<file path="src/rtl/bit_insertion_8x16_seq_if.sv">
// Handshake bundle between a narrow field producer, the bit-insertion block and a 16-bit link.
// Optional o_collision member exists only when COLLISION_DETECT_EN is defined.
interface bit_insertion_8x16_seq_if #(
  parameter int DATA_WIDTH    = 16,
  parameter int IN_DATA_WIDTH = DATA_WIDTH >> 1,
  parameter int COMMAND_WIDTH = $clog2(DATA_WIDTH) - 1
);
  logic                     i_valid;
  logic [IN_DATA_WIDTH-1:0] i_data_bus;
  logic [COMMAND_WIDTH-1:0] i_cmd;
  logic                     i_last;
  logic                     i_en;
  logic                     o_ready;
  logic                     o_valid;
  logic [DATA_WIDTH-1:0]    o_data_bus;
  logic                     i_ready;
`ifdef COLLISION_DETECT_EN
  logic                     o_collision;

  modport master (
    output i_valid, i_data_bus, i_cmd, i_last, i_en, i_ready,
    input  o_ready, o_valid, o_data_bus, o_collision
  );

  modport slave (
    input  i_valid, i_data_bus, i_cmd, i_last, i_en, i_ready,
    output o_ready, o_valid, o_data_bus, o_collision
  );
`else
  modport master (
    output i_valid, i_data_bus, i_cmd, i_last, i_en, i_ready,
    input  o_ready, o_valid, o_data_bus
  );

  modport slave (
    input  i_valid, i_data_bus, i_cmd, i_last, i_en, i_ready,
    output o_ready, o_valid, o_data_bus
  );
`endif
endinterface

</file>
<file path="src/rtl/bit_insertion_8x16_seq.sv">
// Inserts 8-bit fields at bit offset i_cmd into a 16-bit word, emits on i_last (COLLISION_DETECT_EN adds o_collision).
// Latency: last beat accepted at edge N -> o_valid at N+1.
// Backpressure: o_ready drops while a word waits for i_ready; a draining word frees the slot the same cycle.
module bit_insertion_8x16_seq #(
  parameter int DATA_WIDTH    = 16,
  parameter int IN_DATA_WIDTH = DATA_WIDTH >> 1,
  parameter int COMMAND_WIDTH = $clog2(DATA_WIDTH) - 1
) (
  input  logic                      clk,
  input  logic                      rst,
  bit_insertion_8x16_seq_if.slave   bus
);

  typedef enum logic [1:0] {
    IDLE  = 2'd0,
    ACCUM = 2'd1,
    HOLD  = 2'd2
  } state_t;

  localparam logic [DATA_WIDTH-1:0] FIELD_MASK =
    {{(DATA_WIDTH-IN_DATA_WIDTH){1'b0}}, {IN_DATA_WIDTH{1'b1}}};

  state_t                state, state_nxt;
  logic [DATA_WIDTH-1:0] acc, acc_nxt;
  logic [DATA_WIDTH-1:0] wmask, wmask_nxt;
  logic [DATA_WIDTH-1:0] out_dat, out_dat_nxt;
  logic                  out_vld, out_vld_nxt;

  logic                  ready;
  logic                  acc_in;
  logic                  out_fire;
  logic [DATA_WIDTH-1:0] field_mask;
  logic [DATA_WIDTH-1:0] field_dat;
  logic [DATA_WIDTH-1:0] base_dat;
  logic [DATA_WIDTH-1:0] base_mask;
  logic [DATA_WIDTH-1:0] merged;

  assign ready    = ~rst & bus.i_en & ((state != HOLD) | bus.i_ready);
  assign acc_in   = bus.i_valid & bus.i_en & ready;
  assign out_fire = out_vld & bus.i_ready & bus.i_en;

  // A new word (IDLE, or HOLD where acc is already clear) merges onto zero.
  assign field_mask = FIELD_MASK << bus.i_cmd;
  assign field_dat  = {{(DATA_WIDTH-IN_DATA_WIDTH){1'b0}}, bus.i_data_bus} << bus.i_cmd;
  assign base_dat   = (state == ACCUM) ? acc   : '0;
  assign base_mask  = (state == ACCUM) ? wmask : '0;
  assign merged     = (base_dat & ~field_mask) | field_dat;

  always_ff @(posedge clk) begin
    if (rst) begin
      state <= IDLE;
    end else begin
      state <= state_nxt;
    end
  end

  always_ff @(posedge clk) begin
    if (rst) begin
      acc     <= '0;
      wmask   <= '0;
      out_dat <= '0;
      out_vld <= 1'b0;
    end else begin
      acc     <= acc_nxt;
      wmask   <= wmask_nxt;
      out_dat <= out_dat_nxt;
      out_vld <= out_vld_nxt;
    end
  end

  always_comb begin
    state_nxt   = state;
    acc_nxt     = acc;
    wmask_nxt   = wmask;
    out_dat_nxt = out_dat;
    out_vld_nxt = out_vld;

    if (out_fire) begin
      state_nxt   = IDLE;
      out_dat_nxt = '0;
      out_vld_nxt = 1'b0;
    end

    // Acceptance in HOLD implies out_fire, so a last beat here replaces the drained word with no bubble.
    if (acc_in) begin
      if (bus.i_last) begin
        state_nxt   = HOLD;
        out_dat_nxt = merged;
        out_vld_nxt = 1'b1;
        acc_nxt     = '0;
        wmask_nxt   = '0;
      end else begin
        state_nxt   = ACCUM;
        acc_nxt     = merged;
        wmask_nxt   = base_mask | field_mask;
      end
    end
  end

  assign bus.o_ready    = ready;
  assign bus.o_valid    = out_vld;
  assign bus.o_data_bus = out_dat;

`ifdef COLLISION_DETECT_EN
  logic coll_q;
  logic coll_hit;

  assign coll_hit = acc_in & (|(base_mask & field_mask));

  // Frozen with everything else while i_en is low.
  always_ff @(posedge clk) begin
    if (rst) begin
      coll_q <= 1'b0;
    end else if (bus.i_en) begin
      coll_q <= coll_hit;
    end
  end

  assign bus.o_collision = coll_q;
`endif

endmodule

</file>
<file path="src/flat_wrapper.sv">
// flat-port wrapper written by rule: the top's interface ports become plain ports
module bit_insertion_8x16_seq_flat 
#(
  parameter int DATA_WIDTH    = 16,
  parameter int IN_DATA_WIDTH = DATA_WIDTH >> 1,
  parameter int COMMAND_WIDTH = $clog2(DATA_WIDTH) - 1
)
  (clk, rst, bus_i_valid, bus_i_data_bus, bus_i_cmd, bus_i_last, bus_i_en, bus_i_ready, bus_o_ready, bus_o_valid, bus_o_data_bus);
  bit_insertion_8x16_seq_if #(.DATA_WIDTH(DATA_WIDTH), .IN_DATA_WIDTH(IN_DATA_WIDTH), .COMMAND_WIDTH(COMMAND_WIDTH)) bus_i ();
  input  logic clk;
  input  logic rst;
  input wire logic [$bits(bus_i.i_valid)-1:0] bus_i_valid;
  input wire logic [$bits(bus_i.i_data_bus)-1:0] bus_i_data_bus;
  input wire logic [$bits(bus_i.i_cmd)-1:0] bus_i_cmd;
  input wire logic [$bits(bus_i.i_last)-1:0] bus_i_last;
  input wire logic [$bits(bus_i.i_en)-1:0] bus_i_en;
  input wire logic [$bits(bus_i.i_ready)-1:0] bus_i_ready;
  output wire logic [$bits(bus_i.o_ready)-1:0] bus_o_ready;
  output wire logic [$bits(bus_i.o_valid)-1:0] bus_o_valid;
  output wire logic [$bits(bus_i.o_data_bus)-1:0] bus_o_data_bus;
  assign bus_i.i_valid = bus_i_valid;
  assign bus_i.i_data_bus = bus_i_data_bus;
  assign bus_i.i_cmd = bus_i_cmd;
  assign bus_i.i_last = bus_i_last;
  assign bus_i.i_en = bus_i_en;
  assign bus_i.i_ready = bus_i_ready;
  assign bus_o_ready = bus_i.o_ready;
  assign bus_o_valid = bus_i.o_valid;
  assign bus_o_data_bus = bus_i.o_data_bus;
  bit_insertion_8x16_seq #(.DATA_WIDTH(DATA_WIDTH), .IN_DATA_WIDTH(IN_DATA_WIDTH), .COMMAND_WIDTH(COMMAND_WIDTH)) u_core (.clk(clk), .rst(rst), .bus(bus_i));
endmodule
</file>
<file path="config.mk">
export PLATFORM = sky130hd
export DESIGN_NAME = bit_insertion_8x16_seq_flat
export DESIGN_NICKNAME = d
export VERILOG_FILES = /design/src/rtl/bit_insertion_8x16_seq_if.sv /design/src/rtl/bit_insertion_8x16_seq.sv /design/src/flat_wrapper.sv
export SDC_FILE = /design/constraint.sdc
export NUM_CORES = 1
export LEC_CHECK = 0
export BUFFER_PORTS_ARGS = -buffer_cell sky130_fd_sc_hd__buf_4
export CAP_MARGIN = 20
export CORE_MARGIN = 3
export CORE_UTILIZATION = 58
export DETAILED_ROUTE_END_ITERATION = 10
export GPL_TIMING_DRIVEN = 0
export PLACE_DENSITY = 0.83
export SLEW_MARGIN = 20
export SYNTH_ARGS = -nofsm -noshare
export SYNTH_HDL_FRONTEND = slang
export SYNTH_SLANG_ARGS = --single-unit
</file>
<file path="constraint.sdc">
create_clock -name clk -period 3.22 [get_ports clk]
set_input_delay 0.644 -clock clk [delete_from_list [all_inputs] [get_ports clk]]
set_output_delay 0.644 -clock clk [all_outputs]
set_load 0.005 [all_outputs]
</file>
-- Word-level counts from Yosys, hierarchy flattened
Index checks and enable logic that the tools add are counted.
- eq/ne operators: 2
- shifts and indexed selects: 2
- multiplexer cells: 11
- bitwise operators: 11
- reductions and logical operators: 1
- operator list (kind ; count):
    2-to-1 mux 16 bit ; 5
    AND 16 bit ; 1
    inverter 16 bit ; 1
    bitwise OR 16 bit ; 1
    << shifter 8 x 3 -> 16 bit ; 1
    << shifter 8 x 3 -> 16 bit, first input constant ; 1
    AND 1 bit ; 6
    2-to-1 mux 2 bit ; 3
    2-to-1 mux 1 bit ; 3
    == test 2 x 1 -> 1 bit, second input constant ; 1
    inequality test 2 bit, second input constant ; 1
    nonzero test 2 bit ; 1
    inverter 1 bit ; 1
    bitwise OR 1 bit ; 1
- register bits after elaboration: 35
- word-level logic and storage cells: 31

-- Depth between registers and ports, before layout
Gate-level depths: netlist of run 1.
- depth after elaboration: 6
- gate-level depth with buffers: 7
- depth with buffers taken out: 4

-- Worst setup path before layout of run 1
OpenSTA, ideal clock, no wires.
- path type: input-to-reg
- start: input port bus_i_cmd[2]
- end: register u_core.out_dat[8] (netlist: u_core.bus.o_data_bus[8])
- arrival: 1.775 ns
- required time: 3.095 ns
- slack: 1.320 ns
- cell stages on the path: 5
- buffers on the path: 1
- path through: buf_6 mux2_2 mux4_2 a31oi_1 o2bb2ai_1
- cells in the longest elaborated chain, start to end: 6
- ends and longest elaborated chain (item ; line ; text):
    from (decl) ; flat_wrapper.sv:14 ; input wire logic [$bits(bus_i.i_cmd)-1:0] bus_i_cmd;
    << shifter 8 x 3 -> 16 bit ; bit_insertion_8x16_seq.sv:43 ; assign field_mask = FIELD_MASK << bus.i_cmd;
    inverter 16 bit ; bit_insertion_8x16_seq.sv:47 ; assign merged = (base_dat & ~field_mask) | field_dat;
    AND 16 bit ; bit_insertion_8x16_seq.sv:47 ;
    bitwise OR 16 bit (*) ; bit_insertion_8x16_seq.sv:47 ;
    2-to-1 mux 16 bit (*) ; bit_insertion_8x16_seq.sv:86 ; if (bus.i_last) begin
    2-to-1 mux 16 bit (*) ; bit_insertion_8x16_seq.sv:85 ; if (acc_in) begin
    to (signal assigned) ; bit_insertion_8x16_seq.sv:66 ; out_dat <= out_dat_nxt;
    to (decl) ; bit_insertion_8x16_seq.sv:26 ; logic [DATA_WIDTH-1:0] out_dat, out_dat_nxt;
Every way passes the cells marked *; elsewhere a longest branch is shown, timed or not.
A chain may end at the register's enable or synchronous reset.

-- Worst setup path in the final report of run 1
- start: register u_core.state[1]
- end: output port bus_o_ready
- cells in the longest elaborated chain, start to end: 3
- ends and longest elaborated chain (item ; line ; text):
    from (decl) ; bit_insertion_8x16_seq.sv:23 ; state_t state, state_nxt;
    from (signal assigned) ; bit_insertion_8x16_seq.sv:53 ; state <= state_nxt;
    inequality test 2 bit ; bit_insertion_8x16_seq.sv:38 ; assign ready = ~rst & bus.i_en & ((state != HOLD) | bus.i_ready);
    bitwise OR 1 bit ; bit_insertion_8x16_seq.sv:38 ;
    AND 1 bit ; bit_insertion_8x16_seq.sv:38 ;
    to (decl) ; flat_wrapper.sv:18 ; output wire logic [$bits(bus_i.o_ready)-1:0] bus_o_ready;
Every way passes these cells.

==> run summary, run 1 <==
crit-path leading delay family - flip-flops
global-route usage over all layers - 26.1%
vias - 1589
Setup Viol. Count Final - 0
gp weighted congestion - 0.918
prevailing post-synth register cell - dfxtp_1
origin of the critical flop-to-flop path - u_core.state[1]
DRT iter0 DRCs - 104
critical path class - register to output port
Slew @ Worst Pin - 0.883 ns
synthesized area per cell - 9.90 um^2
Layout Utilization - 75.0%
Max Cap Violations - 0
initial antenna violation count - 0
clk sinks - 34
post-layout minimum cycle time - 1.93 ns
Mapped Area - 1760 um^2
final std cells w/o fill - 248
final instance area - 2120 um^2
Die Y - 61.1 um
Tcrit/Tclk final - 59.9%
sequential share of the synthesized area - 38.6%
Placed Area - 2040 um^2
post-route ant nets - 0
Die Wd - 61.1 um
CP max stage cell - dfxtp_1
RSZ-0062 raised after global routing - false
number of gates resized after cts - 0
via-per-instance ratio - 6.41
worst reg-to-reg path cell count - 6
Hold Fails Final Rpt - 0
vias in the first global route - 1522
row cnt - 19
hold path depth - 2
register bit total from synthesis - 34
Worst Path Required - 2.58 ns
Clock Pin Slew Worst Setup and Hold Paths - 0.10 ns
Synth warnings - 0
# placed instances - 241
Post-synth EDFFs - 0
Final HPWL DP - 3.22 mm
FF+latch area - 681 um^2
largest net degree at the start of global routing - 11
setup TNS - 0 ns
worst reg2reg setup slack - 1.55 ns
critical path peak fanout - 6
Clock Latency Late Sink - 0.34 ns
Inserted Clock Buffers - 5
critical path endpoint category - output port
crit path from - u_core.state[1]
min-delay src - u_core.acc[6]
layout cells sized above 1 - 29.5%
Post-CTS Hold Buffers - 0
WL/cell - 17.5 um
slew margin rel. - 40.7%
CTS Buffer Depth - 2
min-delay worst type - register to register
CTS root buf - clkbuf_4
Die ar. - 3730 um^2
fraction of registers with async set/reset - 0%
IO buf count - 32
Area growth syn-to-layout - 20.5%
CTS H-tree depth - 2
run status - finished clean
first-pass GRT wire length - 7.19 mm
reg2reg end - u_core.bus.o_data_bus[11]
worst hold slack - 0.462 ns
Pre-Repair DR Iteration Count - 4
fin. max-slew vios - 0
core area - 2830 um^2
Yosys cell types - 40
crit-path max cell delay - 0.41 ns
PwrDens - 430 nW/um^2
Critical path buffers and inverters - 1
crit path cell chain - nor3b_1 -> nor2_1 -> buf_4
diode count - 0
number of fill cells in the layout - 218
Syn Inst Count - 178
# nets final - 234
Critical Path AT - 1.28 ns
final WL - 4.35 mm
Fin Clk Skew - 0.00425 ns
Fmax - 0.519 GHz
area of the multi-input gates - 990 um^2
CTS tree - yes
maximum vdd ir drop - 316 uV
DRC - 0
grt total ovfl - 0
Initial Utilization - 62.3%
Post-CTS Setup Inserts - 0
end of the worst hold path - u_core.acc[6]
syn_nets - 195
startpoint class of the critical path - register
boundary pin count - 35
leakage power total - 0.855 nW
## kinds of logic after synthesis
| kind of cell | after synthesis | synth area share (%) |
|---|---|---|
| AO/OA/AOI/OAI | 58 | 25.9 |
| buffers and inverters | 15 | 5.18 |
| flip-flops | 34 | 38.6 |
| multiplexers | 18 | 13.6 |
| AND/OR/NAND/NOR | 53 | 16.7 |
## registers in the layout, indices dropped and copies added (netlist names)
| signal | cells |
|---|---|
| u_core.acc | 15 |
| u_core.bus.o_data_bus | 16 |
| u_core.bus.o_valid | 1 |
| u_core.state | 2 |
## worst max path at each step
stage / endpoint / slack, ns / cells after the start
after floorplan: u_core.bus.o_data_bus[8] / 1.32 / 5
after global placement: u_core.bus.o_data_bus[12] / 1.14 / 6
after detailed placement: u_core.bus.o_data_bus[12] / 1.09 / 6
after CTS: bus_o_ready / 1.29 / 3
after global routing: bus_o_ready / 1.19 / 3
final: bus_o_ready / 1.29 / 3
## power breakdown
| part | internal, W | switching, W |
|---|---|---|
| Sequential | 0.000431 | 0.00000717 |
| Combinational | 0.0000716 | 0.0000759 |
| Clock | 0.000181 | 0.000146 |
## Yosys cell counts, types with 3 or more instances
cell type	instances	area share [%]
a21oi_1	8	2.3
a22o_1	11	5.5
a31oi_1	5	1.8
and3_1	3	1.1
buf_2	4	1.1
buf_6	3	1.9
dfxtp_1	34	39
mux2_2	7	4.5
mux2i_1	7	4.0
mux4_2	4	5.1
nand2_1	9	1.9
nand2b_1	3	1.1
nand3_1	11	3.1
nor2_1	7	1.5
nor2b_1	8	2.8
nor3b_1	3	1.3
o221ai_1	3	1.5
o2bb2ai_1	18	8.9
## per-stage QoR
stage          worst slack [ns]  total power [W]
2_1_floorplan              1.32         0.000540
3_3_place_gp               1.14         0.000590
3_5_place_dp               1.09         0.000593
4_1_cts                    1.29         0.000916
5_1_grt                    1.19         0.000950
6_report                   1.29         0.000913
## worst register-to-register path: stages, from the launching register on
cell and delay, ns:
dfxtp_1 0.36, nor3b_1 0.17, or3_1 0.40, and3_1 0.22, buf_6 0.13, buf_6 0.14
o2bb2ai_1 0.14
## area by class of cell
class	instances	share of cell area, %
timing repair buffer	32	11.3
clock buffer	6	2.42
sequential	34	32.1
tap	31	1.83
inverter	2	0.354
buffer	13	3.95
clock inverter	1	1.42
multi-input combinational	129	46.6
## metal layers
layer	vias up	GRT usage, %	routed length (um)
met4	0	10.8	124
met5	-	0	0
met1	753	34.2	2000
met3	12	7.76	236
li1	765	-	-
met2	59	40.0	1990
## cells in the final DEF, fill, tap and decap left out, types with 2 or more instances in the layout
cell type and instances:
a31o_2 2, mux2_2 7, a31oi_1 5, clkbuf_4 5, nand2b_1 3, nand3_1 11
nor3_1 2, buf_4 34, clkbuf_1 2, and3_1 3, mux2i_1 7, or2_2 2
nor2b_1 8, o2bb2ai_1 18, inv_1 2, o21ai_0 2, mux4_2 4, nor3b_1 3
a21oi_1 8, nor2_1 7, buf_2 4, nand2_1 9, buf_1 2, dfxtp_1 34
buf_6 3, o221ai_1 3, a22o_1 11
Note: power is estimated with default switching activity, not from simulation.
==> run 2: changes to the inputs <==
- ABC_AREA: unset -> 1
- CORE_UTILIZATION: 58 -> 49
- PLACE_DENSITY: 0.83 -> 0.75
- clock period: 3.22 -> 1.6 ns (I/O delays scaled with it)
==> run 2 against run 1 <==
- clock-buffer cell count increased by 1
- global-route usage decreased by 4.2 points
- worst setup slack got worse by 1.2 ns
- final cell count increased by 44%
- sequential power increased by 99%
- total power increased by 78%
- largest cell class unchanged
- largest power group unchanged
- critical path depth increased by 3
- die area increased by 17%
- highest routed layer unchanged
- non-clock buffer count increased by 1
- synthesized area increased by 0.21%
- synthesized cell count increased by 51%
==> run summary, run 2 <==
run status - finished clean (unchanged)
IO buf count - 33 (was 32)
Worst Path Required - 1.28 ns (was 2.58 ns)
gp weighted congestion - 0.890 (was 0.918)
Clock Pin Slew Worst Setup and Hold Paths - 0.10 ns (about the same)
number of gates resized after cts - 0 (unchanged)
row cnt - 21 (was 19)
boundary pin count - 35 (unchanged)
core area - 3420 um^2 (was 2830 um^2)
area of the multi-input gates - 938 um^2 (was 990 um^2)
Post-synth EDFFs - 0 (unchanged)
Yosys cell types - 20 (was 40)
Post-CTS Hold Buffers - 0 (unchanged)
DRT iter0 DRCs - 94 (was 104)
critical path endpoint category - output port (unchanged)
RSZ-0062 raised after global routing - false (unchanged)
vias - 1829 (was 1589)
largest net degree at the start of global routing - 11 (unchanged)
critical path class - primary input to output port (was register to output port)
# nets final - 326 (was 234)
Final HPWL DP - 3.38 mm (was 3.22 mm)
worst reg2reg setup slack - 0.23 ns (was 1.55 ns)
most frequent cells after synthesis - nand2_1, nand3_1, dfxtp_1 (was dfxtp_1, o2bb2ai_1, a22o_1, nand3_1, nand2_1)
Die Y - 66.0 um (was 61.1 um)
critical path peak fanout - 10 (was 6)
CTS root buf - clkbuf_4 (unchanged)
Inserted Clock Buffers - 5 (unchanged)
slew margin rel. - 68.9% (was 40.7%)
most frequent cell after synthesis - nand2_1 (was dfxtp_1)
crit path capture - bus_o_ready (unchanged)
max FFs per register - 16 (unchanged)
FF+latch area - 681 um^2 (unchanged)
diode count - 0 (unchanged)
Post-CTS Setup Inserts - 0 (unchanged)
worst reg-to-reg path cell count - 4 (was 6)
final instance area - 2130 um^2 (was 2120 um^2)
Area growth syn-to-layout - 20.7% (was 20.5%)
Fin Clk Skew - 0.0120 ns (was 0.00425 ns)
Mapped Area - 1770 um^2 (was 1760 um^2)
grt total ovfl - 0 (unchanged)
setup TNS - 0 ns (unchanged)
Syn Inst Count - 269 (was 178)
origin of the critical flop-to-flop path - u_core.bus.o_valid (was u_core.state[1])
prevailing post-synth register cell - dfxtp_1 (unchanged)
post-layout minimum cycle time - 1.46 ns
register bit total from synthesis - 34 (unchanged)
maximum vdd ir drop - 573 uV (was 316 uV)
Initial Utilization - 51.7% (was 62.3%)
reg2reg end - u_core.state[1] (was u_core.bus.o_data_bus[11])
Placed Area - 2070 um^2 (was 2040 um^2)
crit path from - rst (was u_core.state[1])
Setup Viol. Count Final - 0 (unchanged)
vias in the first global route - 1615 (was 1522)
DRC - 0 (unchanged)
via-per-instance ratio - 5.14 (was 6.41)
Max Cap Violations - 0 (unchanged)
commonest non-fill, non-tap cell in the layout - nand2_1
PwrDens - 763 nW/um^2 (was 430 nW/um^2)
highest-count cells in the layout ignoring fill and taps - nand2_1, nand3_1, buf_4, dfxtp_1, a21oi_1 (was buf_4, dfxtp_1, o2bb2ai_1, nand3_1, a22o_1)
number of fill cells in the layout - 335 (was 218)
first-pass GRT wire length - 7.26 mm (was 7.19 mm)
Die Wd - 66.0 um (was 61.1 um)
initial antenna violation count - 0 (unchanged)
syn_nets - 286 (was 195)
startpoint class of the critical path - primary input (was register)
final WL - 4.34 mm (was 4.35 mm)
sequential share of the synthesized area - 38.6% (about the same)
Critical Path AT - 1.14 ns (was 1.28 ns)
WL/cell - 12.2 um (was 17.5 um)
leakage power total - 0.947 nW (was 0.855 nW)
Hold Fails Final Rpt - 0 (unchanged)
CTS tree - yes (unchanged)
Clock Latency Late Sink - 0.34 ns (about the same)
Fmax - 0.686 GHz
CTS H-tree depth - 2 (unchanged)
Synth warnings - 0 (unchanged)
min-delay worst type - primary input to register (was register to register)
post-route ant nets - 0 (unchanged)
layout cells sized above 1 - 18.4% (was 29.5%)
Synth top area share - 38.6% (about the same)
Die ar. - 4360 um^2 (was 3730 um^2)
fraction of registers with async set/reset - 0% (unchanged)
synthesized area per cell - 6.56 um^2 (was 9.90 um^2)
CTS Buffer Depth - 2 (unchanged)
Slew @ Worst Pin - 0.467 ns (was 0.883 ns)
Tcrit/Tclk final - 91.2%
clk sinks - 34 (unchanged)
largest cells by area after synthesis - dfxtp_1, nand2_1, nand3_1 (was dfxtp_1, o2bb2ai_1, a22o_1)
Synth area leader - dfxtp_1 (unchanged)
fin. max-slew vios - 0 (unchanged)
global-route usage over all layers - 21.9% (was 26.1%)
Pre-Repair DR Iteration Count - 4 (unchanged)
## run 2: cell count changes after synthesis, moves of 8 or more
cell	change
a21oi_1	+11
nand4_1	+9
nand2_1	+94
a22o_1	-11
nand3_1	+29
o2bb2ai_1	-18
o21ai_0	+12
nor2b_1	-8
inv_1	+11
nor2_1	+8
## run 2: how the worst min path moves through the flow
stage / cells past startpoint / slack, ns / start / to
after CTS: 2 / 0.18 / rst / u_core.acc[4]
after detailed placement: 2 / 0.44 / u_core.acc[15] / u_core.acc[15]
final: 2 / 0.19 / rst / u_core.acc[4]
after global routing: 2 / 0.19 / rst / u_core.acc[9]
after global placement: 2 / 0.44 / u_core.acc[15] / u_core.acc[15]
after floorplan: 2 / 0.42 / u_core.acc[15] / u_core.acc[15]
## run 2: power by group
part | internal [W] | switching [W] | total [W]
clock network | 0.000213 | 0.000285 | 0.000498
registers | 0.000863 | 0.00000980 | 0.000873
logic | 0.0000991 | 0.000156 | 0.000255
## run 2: cells by family (layout without fill, tap and decap cells)
kind of cell	Yosys count	after routing	synth area share, %
buffers and inverters	28	69	8.29
AO/OA/AOI/OAI	33	33	9.36
flip-flops	34	34	38.6
AND/OR/NAND/NOR	174	174	43.8
## run 2: layer usage
layer | up-vias | part of all wire, % | track usage [%]
met3 | 7 | 4.9 | 4.08
met5 | - | 0 | 0
met2 | 33 | 46 | 35.2
met4 | 0 | 1.5 | 8.38
met1 | 828 | 48 | 28.9
li1 | 961 | - | -
## run 2: critical path, stage by stage
cell and delay [ns]:
buf_6 0.12, clkinv_4 0.06, clkbuf_1 0.34, nand3_1 0.13, inv_1 0.07, buf_4 0.10
## run 2: stage by stage
step	total power (W)	util [%]	cells	hold WS [ns]	worst slack [ns]
2_1_floorplan	0.00105	-	269	0.422	0.360
3_3_place_gp	0.00115	60.6	348	0.436	0.148
3_5_place_dp	0.00115	60.6	348	0.435	0.146
4_1_cts	0.00163	62.4	356	0.183	0.147
5_1_grt	0.00170	62.4	356	0.187	0.00618
6_report	0.00163	62.4	356	0.191	0.141
## run 2: area by class of cell
cell class                 count  area share (%)
buffer                        13            3.99
timing repair buffer          33            11.6
sequential                    34            31.9
clock buffer                   7            2.58
multi-input combinational    207            44.0
clock inverter                 1           0.235
tap                           46            2.70
inverter                      15            2.88
